## src/rtl/zsdram_burst_responder_if.sv

```systemverilog
// Requester and memory-side signal bundle of the SDRAM burst responder.
// The slave modport is the responder's view; master is the environment's view.
interface zsdram_burst_responder_if;
    logic        en;

    logic        iRd_Req;
    logic [23:0] iRd_Addr;
    logic        oRd_Done;
    logic [15:0] oRd_Data1;
    logic [15:0] oRd_Data2;
    logic [15:0] oRd_Data3;
    logic [15:0] oRd_Data4;

    logic        iWr_Req;
    logic [23:0] iWr_Addr;
    logic [15:0] iWr_Data1;
    logic [15:0] iWr_Data2;
    logic [15:0] iWr_Data3;
    logic [15:0] iWr_Data4;
    logic        oWr_Done;

    logic [23:0] oMem_Addr;
    logic        oMem_Rd;
    logic        oMem_Wr;
    logic [15:0] oMem_WrData;
    logic [15:0] iMem_RdData;
    logic        iMem_Busy;

    modport slave (
        input  en,
        input  iRd_Req, iRd_Addr,
        output oRd_Done, oRd_Data1, oRd_Data2, oRd_Data3, oRd_Data4,
        input  iWr_Req, iWr_Addr, iWr_Data1, iWr_Data2, iWr_Data3, iWr_Data4,
        output oWr_Done,
        output oMem_Addr, oMem_Rd, oMem_Wr, oMem_WrData,
        input  iMem_RdData, iMem_Busy
    );

    modport master (
        output en,
        output iRd_Req, iRd_Addr,
        input  oRd_Done, oRd_Data1, oRd_Data2, oRd_Data3, oRd_Data4,
        output iWr_Req, iWr_Addr, iWr_Data1, iWr_Data2, iWr_Data3, iWr_Data4,
        input  oWr_Done,
        input  oMem_Addr, oMem_Rd, oMem_Wr, oMem_WrData,
        output iMem_RdData, iMem_Busy
    );
endinterface

```

## src/rtl/zsdram_burst_responder.sv

```systemverilog
// Four-word read/write burst engine between two requesters and a word-wide memory.
// Read data for a beat is sampled on the RD_LAT-th rising edge after the edge that launched it.
module zsdram_burst_responder #(
    parameter int RD_LAT = 2
) (
    input  logic                     clk,
    input  logic                     rst,
    zsdram_burst_responder_if.slave  bus
);

    typedef enum logic [2:0] {
        IDLE     = 3'd0,
        RD_ISSUE = 3'd1,
        RD_WAIT  = 3'd2,
        WR_ISSUE = 3'd3,
        DONE     = 3'd4,
        GUARD    = 3'd5
    } state_t;

    state_t      state_q, state_d;
    logic        is_wr_q, is_wr_d;
    logic        last_wr_q, last_wr_d;
    logic [23:0] addr_q, addr_d;
    logic [1:0]  beat_q, beat_d;
    logic [1:0]  cap_q, cap_d;
    logic [15:0] wdata_q   [4];
    logic [15:0] wdata_d   [4];
    logic [15:0] rd_data_q [4];
    logic [15:0] rd_data_d [4];

    logic mem_rd;
    logic mem_wr;
    logic cap_vld;
    logic last_cap;
    logic grant_wr;

    assign mem_rd   = (state_q == RD_ISSUE) && !bus.iMem_Busy;
    assign mem_wr   = (state_q == WR_ISSUE) && !bus.iMem_Busy;
    assign last_cap = cap_vld && (cap_q == 2'd3);

    // Outstanding-read tracker: one bit per accepted beat, tapped when its data is due.
    generate
        if (RD_LAT <= 1) begin : g_lat1
            assign cap_vld = mem_rd;
        end else begin : g_pipe
            logic [RD_LAT-2:0] rd_pipe_q, rd_pipe_d;

            always_comb begin
                rd_pipe_d    = rd_pipe_q;
                rd_pipe_d[0] = mem_rd;
                for (int i = 1; i < RD_LAT - 1; i++) begin
                    rd_pipe_d[i] = rd_pipe_q[i-1];
                end
            end

            always_ff @(posedge clk or posedge rst) begin
                if (rst) begin
                    rd_pipe_q <= '0;
                end else begin
                    rd_pipe_q <= rd_pipe_d;
                end
            end

            assign cap_vld = rd_pipe_q[RD_LAT-2];
        end
    endgenerate

    always_comb begin
        state_d   = state_q;
        is_wr_d   = is_wr_q;
        last_wr_d = last_wr_q;
        addr_d    = addr_q;
        beat_d    = beat_q;
        cap_d     = cap_q;
        wdata_d   = wdata_q;
        rd_data_d = rd_data_q;
        grant_wr  = bus.iWr_Req && (!bus.iRd_Req || !last_wr_q);

        // Captures run independently of the FSM so busy stalls never shift returned data.
        if (cap_vld) begin
            rd_data_d[cap_q] = bus.iMem_RdData;
            cap_d            = cap_q + 2'd1;
        end

        case (state_q)
            IDLE: begin
                if (bus.en && (bus.iRd_Req || bus.iWr_Req)) begin
                    is_wr_d   = grant_wr;
                    last_wr_d = grant_wr;
                    beat_d    = 2'd0;
                    if (grant_wr) begin
                        addr_d     = bus.iWr_Addr;
                        wdata_d[0] = bus.iWr_Data1;
                        wdata_d[1] = bus.iWr_Data2;
                        wdata_d[2] = bus.iWr_Data3;
                        wdata_d[3] = bus.iWr_Data4;
                        state_d    = WR_ISSUE;
                    end else begin
                        addr_d  = bus.iRd_Addr;
                        state_d = RD_ISSUE;
                    end
                end
            end
            RD_ISSUE: begin
                if (mem_rd) begin
                    addr_d = addr_q + 24'd1;
                    beat_d = beat_q + 2'd1;
                    if (beat_q == 2'd3) begin
                        state_d = last_cap ? DONE : RD_WAIT;
                    end
                end
            end
            RD_WAIT: begin
                if (last_cap) begin
                    state_d = DONE;
                end
            end
            WR_ISSUE: begin
                if (mem_wr) begin
                    addr_d = addr_q + 24'd1;
                    beat_d = beat_q + 2'd1;
                    if (beat_q == 2'd3) begin
                        state_d = DONE;
                    end
                end
            end
            DONE:    state_d = GUARD;
            GUARD:   state_d = IDLE;
            default: state_d = IDLE;
        endcase
    end

    always_ff @(posedge clk or posedge rst) begin
        if (rst) begin
            state_q   <= IDLE;
            is_wr_q   <= 1'b0;
            last_wr_q <= 1'b0;
            addr_q    <= '0;
            beat_q    <= '0;
            cap_q     <= '0;
        end else begin
            state_q   <= state_d;
            is_wr_q   <= is_wr_d;
            last_wr_q <= last_wr_d;
            addr_q    <= addr_d;
            beat_q    <= beat_d;
            cap_q     <= cap_d;
        end
    end

    generate
        for (genvar gi = 0; gi < 4; gi++) begin : g_word
            always_ff @(posedge clk or posedge rst) begin
                if (rst) begin
                    wdata_q[gi]   <= '0;
                    rd_data_q[gi] <= '0;
                end else begin
                    wdata_q[gi]   <= wdata_d[gi];
                    rd_data_q[gi] <= rd_data_d[gi];
                end
            end
        end
    endgenerate

    assign bus.oMem_Rd     = mem_rd;
    assign bus.oMem_Wr     = mem_wr;
    assign bus.oMem_Addr   = (mem_rd || mem_wr) ? addr_q : 24'd0;
    assign bus.oMem_WrData = mem_wr ? wdata_q[beat_q] : 16'd0;
    assign bus.oRd_Done    = (state_q == DONE) && !is_wr_q;
    assign bus.oWr_Done    = (state_q == DONE) && is_wr_q;
    assign bus.oRd_Data1   = rd_data_q[0];
    assign bus.oRd_Data2   = rd_data_q[1];
    assign bus.oRd_Data3   = rd_data_q[2];
    assign bus.oRd_Data4   = rd_data_q[3];

endmodule
```

## src/flat_wrapper.sv

```systemverilog
// flat-port wrapper written by rule: the top's interface ports become plain ports
module zsdram_burst_responder_flat 
#(
    parameter int RD_LAT = 2
)
  (clk, rst, bus_en, bus_iRd_Req, bus_iRd_Addr, bus_oRd_Done, bus_oRd_Data1, bus_oRd_Data2, bus_oRd_Data3, bus_oRd_Data4, bus_iWr_Req, bus_iWr_Addr, bus_iWr_Data1, bus_iWr_Data2, bus_iWr_Data3, bus_iWr_Data4, bus_oWr_Done, bus_oMem_Addr, bus_oMem_Rd, bus_oMem_Wr, bus_oMem_WrData, bus_iMem_RdData, bus_iMem_Busy);
  zsdram_burst_responder_if bus_i ();
  input  logic clk;
  input  logic rst;
  input wire logic [$bits(bus_i.en)-1:0] bus_en;
  input wire logic [$bits(bus_i.iRd_Req)-1:0] bus_iRd_Req;
  input wire logic [$bits(bus_i.iRd_Addr)-1:0] bus_iRd_Addr;
  output wire logic [$bits(bus_i.oRd_Done)-1:0] bus_oRd_Done;
  output wire logic [$bits(bus_i.oRd_Data1)-1:0] bus_oRd_Data1;
  output wire logic [$bits(bus_i.oRd_Data2)-1:0] bus_oRd_Data2;
  output wire logic [$bits(bus_i.oRd_Data3)-1:0] bus_oRd_Data3;
  output wire logic [$bits(bus_i.oRd_Data4)-1:0] bus_oRd_Data4;
  input wire logic [$bits(bus_i.iWr_Req)-1:0] bus_iWr_Req;
  input wire logic [$bits(bus_i.iWr_Addr)-1:0] bus_iWr_Addr;
  input wire logic [$bits(bus_i.iWr_Data1)-1:0] bus_iWr_Data1;
  input wire logic [$bits(bus_i.iWr_Data2)-1:0] bus_iWr_Data2;
  input wire logic [$bits(bus_i.iWr_Data3)-1:0] bus_iWr_Data3;
  input wire logic [$bits(bus_i.iWr_Data4)-1:0] bus_iWr_Data4;
  output wire logic [$bits(bus_i.oWr_Done)-1:0] bus_oWr_Done;
  output wire logic [$bits(bus_i.oMem_Addr)-1:0] bus_oMem_Addr;
  output wire logic [$bits(bus_i.oMem_Rd)-1:0] bus_oMem_Rd;
  output wire logic [$bits(bus_i.oMem_Wr)-1:0] bus_oMem_Wr;
  output wire logic [$bits(bus_i.oMem_WrData)-1:0] bus_oMem_WrData;
  input wire logic [$bits(bus_i.iMem_RdData)-1:0] bus_iMem_RdData;
  input wire logic [$bits(bus_i.iMem_Busy)-1:0] bus_iMem_Busy;
  assign bus_i.en = bus_en;
  assign bus_i.iRd_Req = bus_iRd_Req;
  assign bus_i.iRd_Addr = bus_iRd_Addr;
  assign bus_oRd_Done = bus_i.oRd_Done;
  assign bus_oRd_Data1 = bus_i.oRd_Data1;
  assign bus_oRd_Data2 = bus_i.oRd_Data2;
  assign bus_oRd_Data3 = bus_i.oRd_Data3;
  assign bus_oRd_Data4 = bus_i.oRd_Data4;
  assign bus_i.iWr_Req = bus_iWr_Req;
  assign bus_i.iWr_Addr = bus_iWr_Addr;
  assign bus_i.iWr_Data1 = bus_iWr_Data1;
  assign bus_i.iWr_Data2 = bus_iWr_Data2;
  assign bus_i.iWr_Data3 = bus_iWr_Data3;
  assign bus_i.iWr_Data4 = bus_iWr_Data4;
  assign bus_oWr_Done = bus_i.oWr_Done;
  assign bus_oMem_Addr = bus_i.oMem_Addr;
  assign bus_oMem_Rd = bus_i.oMem_Rd;
  assign bus_oMem_Wr = bus_i.oMem_Wr;
  assign bus_oMem_WrData = bus_i.oMem_WrData;
  assign bus_i.iMem_RdData = bus_iMem_RdData;
  assign bus_i.iMem_Busy = bus_iMem_Busy;
  zsdram_burst_responder #(.RD_LAT(RD_LAT)) u_core (.clk(clk), .rst(rst), .bus(bus_i));
endmodule
```

## config.mk

```make
export PLATFORM = sky130hd
export DESIGN_NAME = zsdram_burst_responder_flat
export DESIGN_NICKNAME = d
export VERILOG_FILES = /design/src/rtl/zsdram_burst_responder_if.sv /design/src/rtl/zsdram_burst_responder.sv /design/src/flat_wrapper.sv
export SDC_FILE = /design/constraint.sdc
export NUM_CORES = 1
export LEC_CHECK = 0
export BUFFER_PORTS_ARGS = -buffer_cell sky130_fd_sc_hd__buf_2
export CAP_MARGIN = 20
export CORE_UTILIZATION = 45
export CTS_BUF_LIST = sky130_fd_sc_hd__clkbuf_2 sky130_fd_sc_hd__clkbuf_4 sky130_fd_sc_hd__clkbuf_8
export DETAILED_ROUTE_END_ITERATION = 10
export PLACE_DENSITY = 0.71
export SETUP_SLACK_MARGIN = 0.15
export SLEW_MARGIN = 30
export SYNTH_ARGS = -nofsm -noshare
export SYNTH_HDL_FRONTEND = slang
export SYNTH_SLANG_ARGS = --single-unit
```

## constraint.sdc

```tcl
create_clock -name clk -period 6.1 [get_ports clk]
set_input_delay 0.305 -clock clk [delete_from_list [all_inputs] [get_ports clk]]
set_output_delay 0.305 -clock clk [all_outputs]
set_load 0.005 [all_outputs]
```

* Word-level counts from Yosys, hierarchy flattened *
Index checks and enable logic that the tools add are counted.

cells by class
  add/subtract/negate cells = 3
  order comparisons = 3
  equal/unequal tests = 12
  muxes and demuxes = 26
  bitwise gates (word level) = 2
  reductions and logical operators = 20

operators with widths
  kind                   count
  $mux 24                5
  $pmux 24 s3            1
  $bwmux 64              1
  $mux 16                4
  $bmux 16 s2            1
  $demux 16 s2           1
  $add 24x1->24 const B  1
  $mux 3                 7
  $pmux 3 s5             1
  $logic_and 1x1->1      8
  $mux 2                 4
  $ne 2x1->1 const B     4
  $eq 3x2->1 const B     2
  $ge 3x3->1 const B     2
  $not 2->3              2
  $pmux 2 s3             1
  $reduce_and 6->1       1
  $add 2x1->2 const B    2
  $eq 2x2->1 const B     2
  $ne 2x2->1 const B     2
  $reduce_and 4->1       1
  $eq 3x1->1 const B     1
  $eq 3x3->1 const B     1
  $logic_not 1->1        3
  other kinds (6)        8

storage, ports and cells
  flip-flop bits (word level) = 161
  input bits = 134
  output and inout bits = 108
  word-level logic and storage cells = 80

* Logic depth before layout (Yosys ltp) *
  depth in word-level cells = 6
  mapped depth = 8
  gate-level depth less buffers = 6

* Worst setup path before layout *
OpenSTA, ideal clock, no wires.

  kind = reg-to-reg
  start = register u_core.addr_q[0]
  end = register u_core.addr_q[14]
  library setup time = 0.121 ns
  arrival = 1.820 ns
  data required time = 5.979 ns
  slack = 4.159 ns
  cell stages (with the launch flop) = 7
  buffers on the path = 0
  period minus slack after synthesis = 1.941 ns
  cells stage by stage = dfrtp_1 ha_1 nand4_2 or4_1 nor2_1 o21ai_0 a22o_1

between the ends
  longest elaborated chain between the ends = 3
  elaborated cells between the ends (all ways) = 4
  classes of those cells = add/sub (1); mux (3)

RTL lines
  what                        line                                                          source
  start: declaration          zsdram_burst_responder.sv:23                                  logic [23:0] addr_q, addr_d;
  start signal: assignment    zsdram_burst_responder.sv:145                                 addr_q <= addr_d;
  $add 24x1->24 *             zsdram_burst_responder.sv:106, zsdram_burst_responder.sv:120
  $mux 24 (on tied branches)  zsdram_burst_responder.sv:119, zsdram_burst_responder.sv:105
  $pmux 24 s3 *               zsdram_burst_responder.sv:85                                  case (state_q)

Mark *: on every way between the ends. The rest lies on a longest branch, timed or not. The select of a mux whose other input is x is not followed.
A chain may end at the register's enable or synchronous reset.

* Final worst setup path *
  start = register u_core.state_q[0]
  end = output port bus_oMem_WrData[15]

between the ends
  longest elaborated chain between the ends = 3

RTL lines
  what                      line                           source
  start: declaration        zsdram_burst_responder.sv:20   state_t state_q, state_d;
  start signal: assignment  zsdram_burst_responder.sv:142  state_q <= state_d;
  $eq 3x2->1                zsdram_burst_responder.sv:38   assign mem_wr = (state_q == WR_ISSUE) && !bus.iMem_Busy;
  $logic_and 1x1->1         zsdram_burst_responder.sv:38
  $mux 16                   zsdram_burst_responder.sv:168  assign bus.oMem_WrData = mem_wr ? wdata_q[beat_q] : 16'd0;
  end: declaration          flat_wrapper.sv:28             output wire logic [$bits(bus_i.oMem_WrData)-1:0] bus_oMem_WrData;

Every way passes these cells.

==> results.cfg <==
[cells_and_area]
syn_to_final_growth_pct = 22.3
multi_input_area_um2 = 3480
final_cells = 1096
fillers = 1447
seqCellArea_um2 = 4030
design_area_um2 = 9460
nets = 1002
final_util = 0.567
layout-drive-gt1-share = 0.504

[detailed_routing]
vias = 5901
dr.pass1.iters = 5
ant_nets = 0
viasPerCell = 5.38
wl_met1_um = 8160
wl_per_cell_um = 17.5
dr_wl_met2_um = 9240
wl_um = 19200
top_layer = met4
route.met3.wl_um = 1570
drt_iter0_markers = 278
drc_errors = 0

[die]
die_h_um = 133
die_w_um = 133
core-area_um2 = 16700
initial_core_util = 0.463
ios = 242
rows = 47
die_area_um2 = 17700

[logic_synthesis]
synth_top_flop_cell = dfrtp_1
syn_avg_cell_area_um2 = 12.1
syn_area_um2 = 7740
synth_edf_count = 0
synth_nets = 777
async_flop_share = 1.00
yosysSeqAreaShare = 0.521
yosys_register_bits = 161
ys_types = 56
yosys_warnings = 0
netlist_instances = 637

[sta]
period_needed_ns = 2.77
holdWs_ns = 0.0135
period_share = 0.454
slew_violations = 0
max_freq_mhz = 361
rsz0062_at_grt = false
clock-skew-final_ns = 0.0143
setup_tns_ns = 0
slew_headroom = 0.418
setup_viol = 0
worstMarginPinSlew_ns = 0.873
hold_violations = 0

[global_routing]
grt_pass1_vias = 5734
grt_pass1_wl_um = 30400
antenna_found_initial = 1
overflow = 0
grt_usage = 0.221
grt_max_degree = 88

[power]
power.leakage_nw = 4.55
ir_drop_uv = 338
power_density_nw_per_um2 = 474

[outcome]
outcome = finished clean

[flow_run]
drv_cap = 0

[critical_path]
rrSetupSlack_ns = 3.65
cp.arrival_ns = 2.47
endpoint_kind = output pin
r2r-end = u_core.wdata_q[19]
crit_required_ns = 5.79
crit_path_start = u_core.state_q[0]
rr_worst_depth = 4
critPathMaxFanout = 41
path_class = flop to output pin
crit_path_start_kind = flop
r2r-start = u_core.state_q[1]

[cts]
post_cts_resized = 0
cts-htree-levels = 4
clock_path_buffers = 2
post-cts-setup-buffers = 0
clkLatencyLatePin_ns = 0.44
numCtsBuffers = 17
cts-root-buf = clkbuf_8
clk_pin_slew_ns = 0.09
cts.sinks = 161
cts_tree = built
cts_hold_buf = 0

[placement]
portBuffers = 241
placement.cell_area_um2 = 9080
dpl.cell_count = 1063
dp_hpwl_um = 13300
globalplace.congestion = 0.823

[worst_hold_path]
hold_path.class = input pin to asynchronous set/reset pin
## state kept, by name (all words and copies together) (netlist names)
register and cells:
u_core.wdata_q 64, u_core.addr_q 24, u_core.bus.oRd_Data1 16, u_core.bus.oRd_Data2 16, u_core.bus.oRd_Data3 16, u_core.bus.oRd_Data4 16
u_core.state_q 3, u_core.beat_q 2, u_core.cap_q 2, u_core.cap_vld 1, u_core.is_wr_q 1
## critical path, stage by stage, from the launching register on
cell and delay (ns):
dfrtp_1 0.71, nand2b_1 0.10, buf_4 0.26, nor2_2 0.19, buf_4 0.39, and3_1 0.25, buf_2 0.12
## Yosys cell counts (5+ instances only)
library cell / number / area [um^2]
a211oi_1: 5 / 37.5
a21oi_1: 26 / 130
a31oi_1: 7 / 43.8
and2_1: 21 / 131
and3_1: 24 / 150
buf_2: 13 / 65.1
buf_6: 6 / 67.6
clkbuf_1: 21 / 78.8
dfrtp_1: 161 / 4030
ha_1: 6 / 75.1
inv_1: 9 / 33.8
mux2_2: 128 / 1440
mux4_2: 16 / 360
nand2_1: 53 / 199
nand3_1: 15 / 75.1
nand4_1: 6 / 37.5
nor2_1: 31 / 116
nor3_1: 6 / 30.0
o21ai_0: 18 / 90.1
o22a_1: 7 / 61.3
## worst max-delay path by stage
stage | depth (start not counted) | endpoint | slack, ns
after global routing | 6 | bus_oMem_WrData[5] | 3.11
final | 6 | bus_oMem_WrData[15] | 3.33
after global placement | 4 | u_core.wdata_q[31] | 3.74
after floorplan | 1 | u_core.addr_q[0] | 1.45
after detailed placement | 4 | u_core.addr_q[16] | 3.70
after CTS | 6 | bus_oMem_WrData[8] | 3.36
## routing by layer
metal / track usage / up-vias
met1: 0.288 / 2915
met3: 0.0795 / 14
li1: - / 2764
met4: 0.0524 / 0
met5: 0 / -
met2: 0.353 / 208
## power by group
group          total (mW)  switching [mW]  internal [mW]
Combinational        1.74           0.766          0.970
Sequential           2.00           0.407           1.59
Clock               0.747           0.403          0.344
Total                4.48            1.58           2.91
## logic make-up (layout without fill, tap and decap cells)
kind of cell,count (synthesis),count (layout),synth area share
AND/OR/NAND/NOR,181,181,0.122
flip-flops,161,161,0.521
multiplexers,148,148,0.238
AO/OA/AOI/OAI,89,89,0.0750
buffers and inverters,51,289,0.0331
adder cells (fa/ha/maj),6,6,0.00970
XOR/XNOR,1,1,0.00113
other,0,1,0
## per-stage QoR
stage	power, mW	setup slack, ns
final	4.48	3.33
after detailed placement	3.76	3.70
after floorplan	3.10	1.45
after global placement	3.69	3.74
after CTS	4.52	3.36
after global routing	4.79	3.11
## cell usage in the layout, fill, tap and decap left out, types with 2 or more instances in the layout
cell / Yosys / final
nand2_2: 0 / 2
inv_1: 9 / 8
a31oi_1: 7 / 7
nand3_1: 15 / 15
ha_1: 6 / 6
o22a_1: 7 / 7
clkinvlp_4: 0 / 2
a21oi_1: 26 / 26
mux2_2: 128 / 128
and4_1: 3 / 3
buf_4: 1 / 6
clkbuf_8: 0 / 18
nor2_1: 31 / 30
nor2b_1: 4 / 4
nand4_2: 2 / 2
o31ai_1: 4 / 4
nor3_1: 6 / 6
clkbuf_4: 0 / 2
mux2i_1: 4 / 4
clkinv_4: 0 / 3
a211oi_1: 5 / 5
a311oi_1: 3 / 3
o21ai_0: 18 / 18
inv_6: 0 / 3
mux4_2: 16 / 16
nand2b_1: 2 / 2
nand4_1: 6 / 6
and3_1: 24 / 24
nand2_1: 53 / 51
or3_1: 2 / 2
dfrtp_1: 161 / 161
buf_2: 13 / 241
a211o_1: 2 / 2
and2_1: 21 / 21
nor4_1: 3 / 3
clkinv_2: 0 / 4
o32ai_1: 3 / 3
## layout make-up
class | count | area share
well taps | 220 | 0.0291
clock buffers | 20 | 0.0278
inverters | 9 | 0.00410
repair buffers | 248 | 0.133
multi-input cells | 425 | 0.368
diodes | 1 | 0.000264
flip-flops and latches | 161 | 0.426
clock inverters | 12 | 0.0115
No activity file was read; power rests on OpenSTA's default activity.
